### src/rtl/game_pkg.sv
// Shared definitions for the turn controller: FSM states, tile geometry
// matching the renderer's layout, and the tile-to-pixel conversion.
package game_pkg;

  typedef enum logic [2:0] {
    ST_IDLE,
    ST_MOVE,
    ST_WAIT,
    ST_CHECK,
    ST_OVER
  } state_t;

  // Tile geometry shared with the renderer.
  localparam int unsigned TILE_X0    = 20;
  localparam int unsigned TILE_PITCH = 60;

  // Tile index width (tiles 0..10), one extra bit for the unclamped sum,
  // and the pixel coordinate width.
  localparam int unsigned TILE_W = 4;
  localparam int unsigned SUM_W  = TILE_W + 1;
  localparam int unsigned X_W    = 10;

  // x = x0 + tile * pitch, truncated to the pixel bus width.
  function automatic logic [X_W-1:0] tile_to_x(
    input logic [TILE_W-1:0] tile,
    input int unsigned       x0,
    input int unsigned       pitch
  );
    int unsigned x;
    x = x0 + (int'(unsigned'(tile)) * pitch);
    return X_W'(x);
  endfunction

endpackage

### src/rtl/turn_timeout_counter.sv
// Watchdog for the renderer handshake: counts enabled cycles since the last
// clear and flags when DONE_TIMEOUT cycles of waiting have been spent.
module turn_timeout_counter #(
  parameter int unsigned DONE_TIMEOUT = 4096
) (
  input  logic clk,
  input  logic rst,
  input  logic i_clr,
  input  logic i_en,
  output logic o_expired
);

  localparam int unsigned CNT_W = (DONE_TIMEOUT > 1) ? $clog2(DONE_TIMEOUT) : 1;
  localparam logic [CNT_W-1:0] CNT_LAST = CNT_W'(DONE_TIMEOUT - 1);

  logic [CNT_W-1:0] r_count;

  // Count enabled cycles; clear wins, and the count parks at its last value.
  always_ff @(posedge clk or negedge rst) begin
    if (!rst) begin
      r_count <= '0;
    end else if (i_clr) begin
      r_count <= '0;
    end else if (i_en && (r_count != CNT_LAST)) begin
      r_count <= r_count + 1'b1;
    end
  end

  assign o_expired = (r_count == CNT_LAST);

endmodule

### src/rtl/game_turn_controller.sv
// Game-logic master for the renderer position interface: turns dice rolls
// into tile positions, waits for the renderer's turn_done, applies the
// question-box bonus and detects the finish tile.
module game_turn_controller
  import game_pkg::*;
#(
  parameter int unsigned TILE_X0      = game_pkg::TILE_X0,
  parameter int unsigned TILE_PITCH   = game_pkg::TILE_PITCH,
  parameter int unsigned LAST_TILE    = 10,
  parameter int unsigned QBOX_TILE    = 3,
  parameter int unsigned QBOX_BONUS   = 2,
  parameter int unsigned DONE_TIMEOUT = 4096
) (
  input  logic           clk,
  input  logic           rst,
  input  logic           roll_valid,
  input  logic [2:0]     roll_value,
  output logic           roll_ready,
  input  logic           turn_done,
  output logic [X_W-1:0] player1_pos_x,
  output logic [X_W-1:0] player2_pos_x,
  output logic           pos_valid,
  output logic           active_player,
  output logic           game_over,
  output logic           winner,
  output logic           timeout_err
);

  state_t            r_state;
  state_t            w_next_state;

  logic [TILE_W-1:0] r_tile1;
  logic [TILE_W-1:0] r_tile2;
  logic [X_W-1:0]    r_p1_x;
  logic [X_W-1:0]    r_p2_x;
  logic              r_active;
  logic              r_bonus_used;
  logic              r_timeout_err;

  logic [TILE_W-1:0] w_cur_tile;
  logic [SUM_W-1:0]  w_sum;
  logic [TILE_W-1:0] w_new_tile;
  logic [2:0]        w_step;
  logic              w_roll_ok;
  logic              w_load_move;
  logic              w_toggle;
  logic              w_set_bonus;
  logic              w_set_timeout;
  logic              w_cnt_clr;
  logic              w_cnt_en;
  logic              w_expired;

  // Tile of whichever player currently owns the turn.
  assign w_cur_tile = r_active ? r_tile2 : r_tile1;

  // Advance by the step in the wider sum so it cannot wrap, then clamp.
  assign w_sum      = SUM_W'(w_cur_tile) + SUM_W'(w_step);
  assign w_new_tile = (w_sum >= SUM_W'(LAST_TILE)) ? TILE_W'(LAST_TILE)
                                                   : w_sum[TILE_W-1:0];

  assign w_roll_ok  = roll_valid && (roll_value != 3'd0) && (roll_value != 3'd7);

  turn_timeout_counter #(
    .DONE_TIMEOUT(DONE_TIMEOUT)
  ) u_timeout (
    .clk      (clk),
    .rst      (rst),
    .i_clr    (w_cnt_clr),
    .i_en     (w_cnt_en),
    .o_expired(w_expired)
  );

  // FSM state register.
  // NOTE: every clocked block uses non-blocking (<=) so all registers see
  // pre-edge values; blocking here would create order-dependent races.
  always_ff @(posedge clk or negedge rst) begin
    if (!rst) begin
      r_state <= ST_IDLE;
    end else begin
      r_state <= w_next_state;
    end
  end

  // Next-state logic and the per-cycle control strobes for the datapath.
  // NOTE: every signal gets a default before the case so no path leaves one
  // unassigned, which would otherwise infer a latch.
  always_comb begin
    w_next_state  = r_state;
    w_step        = 3'd0;
    w_load_move   = 1'b0;
    w_toggle      = 1'b0;
    w_set_bonus   = 1'b0;
    w_set_timeout = 1'b0;
    w_cnt_clr     = 1'b0;
    w_cnt_en      = 1'b0;
    case (r_state)
      ST_IDLE: begin
        if (w_roll_ok) begin
          w_step       = roll_value;
          w_load_move  = 1'b1;
          w_next_state = ST_MOVE;
        end
      end
      ST_MOVE: begin
        w_cnt_clr    = 1'b1;
        w_next_state = ST_WAIT;
      end
      ST_WAIT: begin
        w_cnt_en = 1'b1;
        if (turn_done) begin
          w_next_state = ST_CHECK;
        end else if (w_expired) begin
          w_set_timeout = 1'b1;
          w_next_state  = ST_CHECK;
        end
      end
      ST_CHECK: begin
        if (w_cur_tile == TILE_W'(LAST_TILE)) begin
          w_next_state = ST_OVER;
        end else if ((w_cur_tile == TILE_W'(QBOX_TILE)) && !r_bonus_used) begin
          w_set_bonus  = 1'b1;
          w_step       = 3'(QBOX_BONUS);
          w_load_move  = 1'b1;
          w_next_state = ST_MOVE;
        end else begin
          w_toggle     = 1'b1;
          w_next_state = ST_IDLE;
        end
      end
      ST_OVER: begin
        w_next_state = ST_OVER;
      end
      default: begin
        w_next_state = ST_IDLE;
      end
    endcase
  end

  // Player tiles and pixel positions; loaded on the edge entering MOVE so
  // the new position is already on the bus while pos_valid is high.
  always_ff @(posedge clk or negedge rst) begin
    if (!rst) begin
      r_tile1 <= '0;
      r_tile2 <= '0;
      r_p1_x  <= tile_to_x('0, TILE_X0, TILE_PITCH);
      r_p2_x  <= tile_to_x('0, TILE_X0, TILE_PITCH);
    end else if (w_load_move) begin
      if (r_active) begin
        r_tile2 <= w_new_tile;
        r_p2_x  <= tile_to_x(w_new_tile, TILE_X0, TILE_PITCH);
      end else begin
        r_tile1 <= w_new_tile;
        r_p1_x  <= tile_to_x(w_new_tile, TILE_X0, TILE_PITCH);
      end
    end
  end

  // Turn ownership, one-bonus-per-turn flag and the sticky timeout flag.
  always_ff @(posedge clk or negedge rst) begin
    if (!rst) begin
      r_active      <= 1'b0;
      r_bonus_used  <= 1'b0;
      r_timeout_err <= 1'b0;
    end else begin
      if (w_toggle) begin
        r_active     <= ~r_active;
        r_bonus_used <= 1'b0;
      end else if (w_set_bonus) begin
        r_bonus_used <= 1'b1;
      end
      if (w_set_timeout) begin
        r_timeout_err <= 1'b1;
      end
    end
  end

  assign roll_ready    = (r_state == ST_IDLE);
  assign pos_valid     = (r_state == ST_MOVE);
  assign game_over     = (r_state == ST_OVER);
  assign winner        = game_over & r_active;
  assign active_player = r_active;
  assign player1_pos_x = r_p1_x;
  assign player2_pos_x = r_p2_x;
  assign timeout_err   = r_timeout_err;

endmodule

### config.mk
export PLATFORM = sky130hd
export DESIGN_NAME = game_turn_controller
export DESIGN_NICKNAME = d
export VERILOG_FILES = /design/src/rtl/game_pkg.sv /design/src/rtl/turn_timeout_counter.sv /design/src/rtl/game_turn_controller.sv
export SDC_FILE = /design/constraint.sdc
export NUM_CORES = 1
export LEC_CHECK = 0
export CORE_MARGIN = 8
export CORE_UTILIZATION = 50
export CTS_BUF_LIST = sky130_fd_sc_hd__clkbuf_16
export DETAILED_ROUTE_END_ITERATION = 10
export GPL_TIMING_DRIVEN = 0
export MAX_ROUTING_LAYER = met4
export PLACE_DENSITY = 0.78
export SLEW_MARGIN = 20
export SYNTH_ARGS = -nofsm -noshare
export SYNTH_HDL_FRONTEND = slang
export SYNTH_SLANG_ARGS = --single-unit
### constraint.sdc
create_clock -name clk -period 5.92 [get_ports clk]
set_input_delay 1.184 -clock clk [delete_from_list [all_inputs] [get_ports clk]]
set_output_delay 1.184 -clock clk [all_outputs]
set_load 0.05 [all_outputs]
## Word-level counts from Yosys, hierarchy flattened

Index checks and enable logic that the tools add are counted.

| word-level totals | value |
|---|---|
| bits in registers | 46 |
| word-level logic and storage cells | 68 |

| operators by class | value |
|---|---|
| $add $sub $neg | 3 |
| $mul | 1 |
| magnitude comparators | 1 |
| eq/ne operators | 11 |
| muxes and demuxes | 29 |
| bitwise gates (word level) | 2 |
| reductions and logical operators | 12 |

Operator list:

| kind | number |
|---|---|
| $mux W12 | 2 |
| $mux W1 | 15 |
| $mux W3 | 5 |
| $pmux W3 S5 | 1 |
| $add A12 B1 Y12 const B | 1 |
| $eq A12 B12 Y1 const B | 1 |
| $ne A12 B12 Y1 const B | 1 |
| $add A5 B10 Y10 const A | 1 |
| $mul A4 B4 Y8 const B | 1 |
| $mux W4 | 2 |
| $eq A3 B2 Y1 const B | 2 |
| $pmux W3 S2 | 1 |
| $reduce_and A2 Y1 | 3 |
| $add A4 B3 Y5 | 1 |
| $ge A5 B4 Y1 const B | 1 |
| $eq A4 B2 Y1 const B | 1 |
| $eq A4 B4 Y1 const B | 1 |
| $logic_and A1 B1 Y1 | 4 |
| $mux W2 | 2 |
| $reduce_bool A2 Y1 | 2 |
| $eq A3 B1 Y1 const B | 1 |
| $eq A3 B3 Y1 const B | 1 |
| $logic_not A3 Y1 | 1 |
| $ne A3 B2 Y1 const B | 1 |
| 7 further kinds | 7 |

## Logic depth before layout (Yosys ltp)

| depth | value |
|---|---|
| depth after elaboration | 11 |
| depth in mapped cells | 23 |
| depth with buffers taken out | 22 |

## Modules after synthesis

Synthesis repeated with hierarchy kept, for this count alone.

| unflattened totals | value |
|---|---|
| cells, all modules | 260 |
| area, all modules | 2725.1 um^2 |

By module, submodules not included:

| module | times used | cells each | area each (um^2) | sequential area each (um^2) |
|---|---|---|---|---|
| game_turn_controller | 1 | 193 | 2063.2 | 755.7 |
| turn_timeout_counter | 1 | 67 | 661.9 | 300.3 |

## Worst setup path after synthesis

No wires, ideal clock.

| timing path | value |
|---|---|
| kind | input to register |
| start point | input port roll_value[0] |
| end point | register r_p1_x[9] (netlist: player1_pos_x[9]) |
| library setup time | 0.125 ns |
| data arrival time | 6.097 ns |
| required time | 5.795 ns |
| path slack | -0.301 ns |
| stages | 21 |
| cells stage by stage | or3_1 -> nand3_1 -> nor3_1 -> and2_1 -> ha_1 -> fa_1 -> nor2_1 -> nand4_1 -> and2_1 -> nor2_1 -> inv_1 -> fa_1 -> fa_1 -> inv_1 -> fa_1 -> a21o_1 -> a21oi_1 -> xnor2_1 -> o2111ai_1 -> xnor2_1 -> mux2_2 |

| on the way | value |
|---|---|
| cells in the longest elaborated chain, start to end | 10 |
| elaborated cells between the ends (all ways) | 14 |
| classes of those cells | add/sub: 2; mul: 1; order compare: 1; eq/ne: 1; mux: 5; reduce/logical: 4 |

RTL lines:

| what | RTL line | source |
|---|---|---|
| start, declared | game_turn_controller.sv:17 | `input logic [2:0] roll_value,` |
| $reduce_bool A3 Y1 | game_turn_controller.sv:61 | `assign w_roll_ok = roll_valid && (roll_value != 3'd0) && (roll_value != 3'd7);` |
| $logic_and A1 B1 Y1 (2 in a row) | game_turn_controller.sv:61 |  |
| $mux W3 (*) | game_turn_controller.sv:98 | `if (w_roll_ok) begin` |
| $pmux W3 S2 (*) | game_turn_controller.sv:96 | `case (r_state)` |
| $add A4 B3 Y5 (*) | game_turn_controller.sv:57 | `assign w_sum = SUM_W'(w_cur_tile) + SUM_W'(w_step);` |
| $ge A5 B4 Y1 | game_turn_controller.sv:58 | `assign w_new_tile = (w_sum >= SUM_W'(LAST_TILE)) ? TILE_W'(LAST_TILE)` |
| $mux W4 (*) | game_turn_controller.sv:58 |  |
| via w_new_tile[3] | game_turn_controller.sv:42 | `logic [TILE_W-1:0] w_new_tile;` |
| $mul A4 B4 Y8 (*) | game_pkg.sv:30 | `x = x0 + (int'(unsigned'(tile)) * pitch);` |
| $add A5 B10 Y10 (*) | game_pkg.sv:30 |  |
| end signal, assigned | game_turn_controller.sv:145 | `r_p1_x <= tile_to_x('0, TILE_X0, TILE_PITCH);` |
| end signal, assigned | game_turn_controller.sv:153 | `r_p1_x <= tile_to_x(w_new_tile, TILE_X0, TILE_PITCH);` |
| end, declared | game_turn_controller.sv:34 | `logic [X_W-1:0] r_p1_x;` |

The timed path passes the listed nets; every way through them passes the cells marked *.
A chain may end at the register's enable or synchronous reset.

## Worst setup path in the final report

| timing path | value |
|---|---|
| start point | input port roll_value[2] |
| end point | register r_p1_x[9] (netlist: player1_pos_x[9]) |

| on the way | value |
|---|---|
| cells in the longest elaborated chain, start to end | 10 |
| elaborated cells between the ends (all ways) | 14 |
| classes of those cells | add/sub: 2; mul: 1; order compare: 1; eq/ne: 1; mux: 5; reduce/logical: 4 |

RTL lines:

| what | RTL line |
|---|---|
| $reduce_bool A3 Y1 | game_turn_controller.sv:61 |
| $logic_and A1 B1 Y1 (2 in a row) | game_turn_controller.sv:61 |
| $mux W3 | game_turn_controller.sv:98 |
| $pmux W3 S2 | game_turn_controller.sv:96 |
| $add A4 B3 Y5 | game_turn_controller.sv:57 |
| $ge A5 B4 Y1 | game_turn_controller.sv:58 |
| $mux W4 | game_turn_controller.sv:58 |
| $mul A4 B4 Y8 | game_pkg.sv:30 |
| $add A5 B10 Y10 | game_pkg.sv:30 |

Parallel ways exist; a longest one is shown, timed or not.

==> results.sh <==
export IMPL_clk_pin_slew_ns=0.06
export IMPL_holdPathStages=2
export IMPL_hp_class="register to register"
export IMPL_hold_viol=0
export IMPL_drive_above_1_share_pct=23.05
export IMPL_slew_violations=0
export IMPL_yosys_cell_types_count=49
export IMPL_wl_um=5696
export IMPL_grt_pass1_vias=2125
export IMPL_synthCells=267
export IMPL_num_nets_final=348
export IMPL_status="finished clean"
export IMPL_area_delta_synth_final_pct=30.42
export IMPL_worstHoldStart="player2_pos_x[4]"
export IMPL_place_congestion=0.7913
export IMPL_placementRows=26
export IMPL_wl_per_cell_um=14.57
export IMPL_drtPass1Iterations=4
export IMPL_placed_cells=369
export IMPL_antenna_found_initial=0
export IMPL_setup_tns_ns=0
export IMPL_crit_type="input port to register"
export IMPL_drc=0
export IMPL_ios=33
export IMPL_path_delay_family="adder cells"
export IMPL_synth_edff_count=0
export IMPL_cp_max_fo=3
export IMPL_start_util_pct=51.62
export IMPL_dr_wl_met2_um=2897
export IMPL_worstPathCellList="clkdlybuf4s15_1 > or3_1 > nand3_2 > nor3_2 > and2_1 > ha_2 > fa_2 > inv_1 > a31oi_1 > nand3_1 > nand2_2 > fa_1 > fa_1 > inv_2 > fa_2 > a21o_1 > a21oi_2 > xnor2_2 > o2111ai_2 > xnor2_1 > mux2_2"
export IMPL_ys_flop_type="dfrtp_1"
export IMPL_critical_path_max_stage_delay_ns=0.59
export IMPL_die_w_um=88.61
export IMPL_die_area_mm2=0.007852
export IMPL_fmax_ghz=0.1732
export IMPL_cp_slowest_cell="fa_2"
export IMPL_cts_tree="built"
export IMPL_vias=2009
export IMPL_rr_startpoint="active_player"
export IMPL_wl_met1_um=2525
export IMPL_core_area_mm2=0.005107
export IMPL_clock_latency_ns=0.28
export IMPL_mappedNetlistArea_mm2=0.002636
export IMPL_finalCritPeriodShare_pct=97.54
export IMPL_cp_num_buf_inv=3
export IMPL_antenna_left=0
export IMPL_cts_made_buffers=5
export IMPL_grt_use_total_pct=16.07
export IMPL_syn_avg_cell_area_um2=9.874
export IMPL_finalClockSkew_ns=0.004506
export IMPL_r2r_cells=21
export IMPL_grt_pass1_wl_um=9597
export IMPL_fill_cells=370
export IMPL_ys_seq_area_share_pct=40.06
export IMPL_wl_met3_um=202
export IMPL_htree_levels=2
export IMPL_grt_max_degree=34
export IMPL_hold_buffers=0
export IMPL_drt_iter0_drc=60
export IMPL_final_cells=391
export IMPL_critPathArrivalTime_ns=5.94
export IMPL_grt_overflow=0
export IMPL_crit_path_end_kind="register"
export IMPL_num_antenna_cells=0
export IMPL_start_kind="input port"
export IMPL_clockBufferDepth=2
export IMPL_finalCriticalPeriod_ns=5.774
export IMPL_drv_cap=0
export IMPL_die_y_um=88.61
export IMPL_worstPathRequired_ns=6.08
export IMPL_async_flop_share_pct=100.0
export IMPL_avgViaCountPerCell=5.138
export IMPL_cts_sinks=42
export IMPL_hpwl_um=3931
export IMPL_synth_warnings=0
export IMPL_root_buffer="clkbuf_16"
export IMPL_rrSetupSlack_ns=0.38
export IMPL_reg2reg_to="player1_pos_x[9]"
export IMPL_worstMarginPinSlew_ns=0.5751
export IMPL_setup_violations=0
export IMPL_io_buffers=28
export IMPL_hold_path_end="player2_pos_x[4]"
export IMPL_timing_slew_headroom_pct=61.58
export IMPL_synth_seq_cells=42
export IMPL_top_layer="met4"
[area by class of cell]
cell class              count  area (um^2)  area share (%)
flip-flops and latches     42         1056           30.71
repair buffers             43        405.4           11.79
plain buffers              11        76.32           2.220
clock buffers               5        125.1           3.639
clock inverters             3        37.54           1.092
well taps                  70        87.58           2.547
multi-input cells         202         1594           46.36
inverters                  15        56.30           1.638
[tightest hold or removal path: cells and delay by family, from the launching register on]
kind / cells / cell delay, ns
and+or+nand+nor: 2 / 0.09
DFF: 1 / 0.37
[cells in the final DEF, fill, tap and decap left out, drive strengths merged, types with 5 or more instances in the layout]
cell type      count
clkbuf             8
xor2               8
inv               17
o21ai             11
or3                5
mux2              13
dfrtp             38
nand2             30
fa                 6
clkdlybuf4s50     24
nand3              7
buf               24
nor2              23
a21oi             10
ha                15
xnor2             13
and2               9
[through the flow]
stage	setup slack, ns	hold slack, ns	utilization, %	instance area, um^2
floorplan	0.02364	0.4497	-	2660
global placement	-0.8908	0.4505	59.28	3028
detailed placement	-0.9721	0.4483	59.58	3043
CTS	0.001045	0.4602	66.05	3373
global route	-0.04460	0.5001	67.32	3438
finish	0.1458	0.4592	67.32	3438
[cells in the mapped netlist (2+ instances only)]
master,n,share of area [%]
o21bai_1,3,0.85
o21a_1,4,1.1
nand2_1,30,4.3
o31ai_1,4,1.1
dfstp_2,4,4.0
mux2_2,10,4.3
xor2_1,8,2.7
dfrtp_1,38,36
a31oi_1,2,0.47
ha_1,15,7.1
nand4_1,4,0.95
o21ai_0,11,2.1
fa_1,6,4.6
inv_1,15,2.1
o2111ai_1,2,0.66
nand2b_1,2,0.47
o22a_1,2,0.66
a21o_1,2,0.57
nor2_1,23,3.3
and2_1,9,2.1
buf_6,2,0.85
clkbuf_1,3,0.43
mux2_4,3,1.7
nor3b_1,2,0.57
and3_1,4,0.95
nor3_1,2,0.38
a21oi_1,9,1.7
or3_1,5,1.2
buf_4,5,1.4
nand3_1,7,1.3
xnor2_1,13,4.3
[registers in the layout, indices dropped and copies added, names as in the netlist]
register	cells
active_player	1
player1_pos_x	8
player2_pos_x	8
r_bonus_used	1
r_state	3
r_tile1	4
r_tile2	4
timeout_err	1
u_timeout.r_count	12
[layer usage]
metal | GRT usage (%) | vias to the layer above
li1 | - | 1011
met1 | 18.17 | 961
met2 | 27.90 | 30
met3 | 3.250 | 7
met4 | 4.762 | 0
met5 | - | -
[kinds of logic after synthesis]
| family | share of synthesized area [%] |
|---|---|
| AND/OR/NAND/NOR | 17.51 |
| buffers and inverters | 5.031 |
| flip-flops | 40.06 |
| XOR/XNOR | 6.977 |
| adder cells (fa/ha/maj) | 11.68 |
| other | 0.1422 |
| multiplexers | 6.360 |
| AO/OA/AOI/OAI | 12.25 |
[what timing repair did]
item,CTS,global route
gates resized for setup,17,10
setup buffers,11,3
endpoints found under the setup margin,10,6
pin swaps,23,19
[worst max path at each step]
stage	slack (ns)	cells after the start	from	end
4_1_cts	0.001	21	roll_value[1]	player2_pos_x[8]
3_5_place_dp	-0.97	20	roll_value[0]	player2_pos_x[9]
5_1_grt	-0.04	22	roll_value[2]	player2_pos_x[9]
2_1_floorplan	0.02	19	roll_value[0]	player1_pos_x[9]
3_3_place_gp	-0.89	20	roll_value[0]	player1_pos_x[9]
6_report	0.15	21	roll_value[2]	player1_pos_x[9]
Power is left out: the tool's default activity adds up to more than one toggle a clock period on the data nets, which glitch-free logic cannot reach.
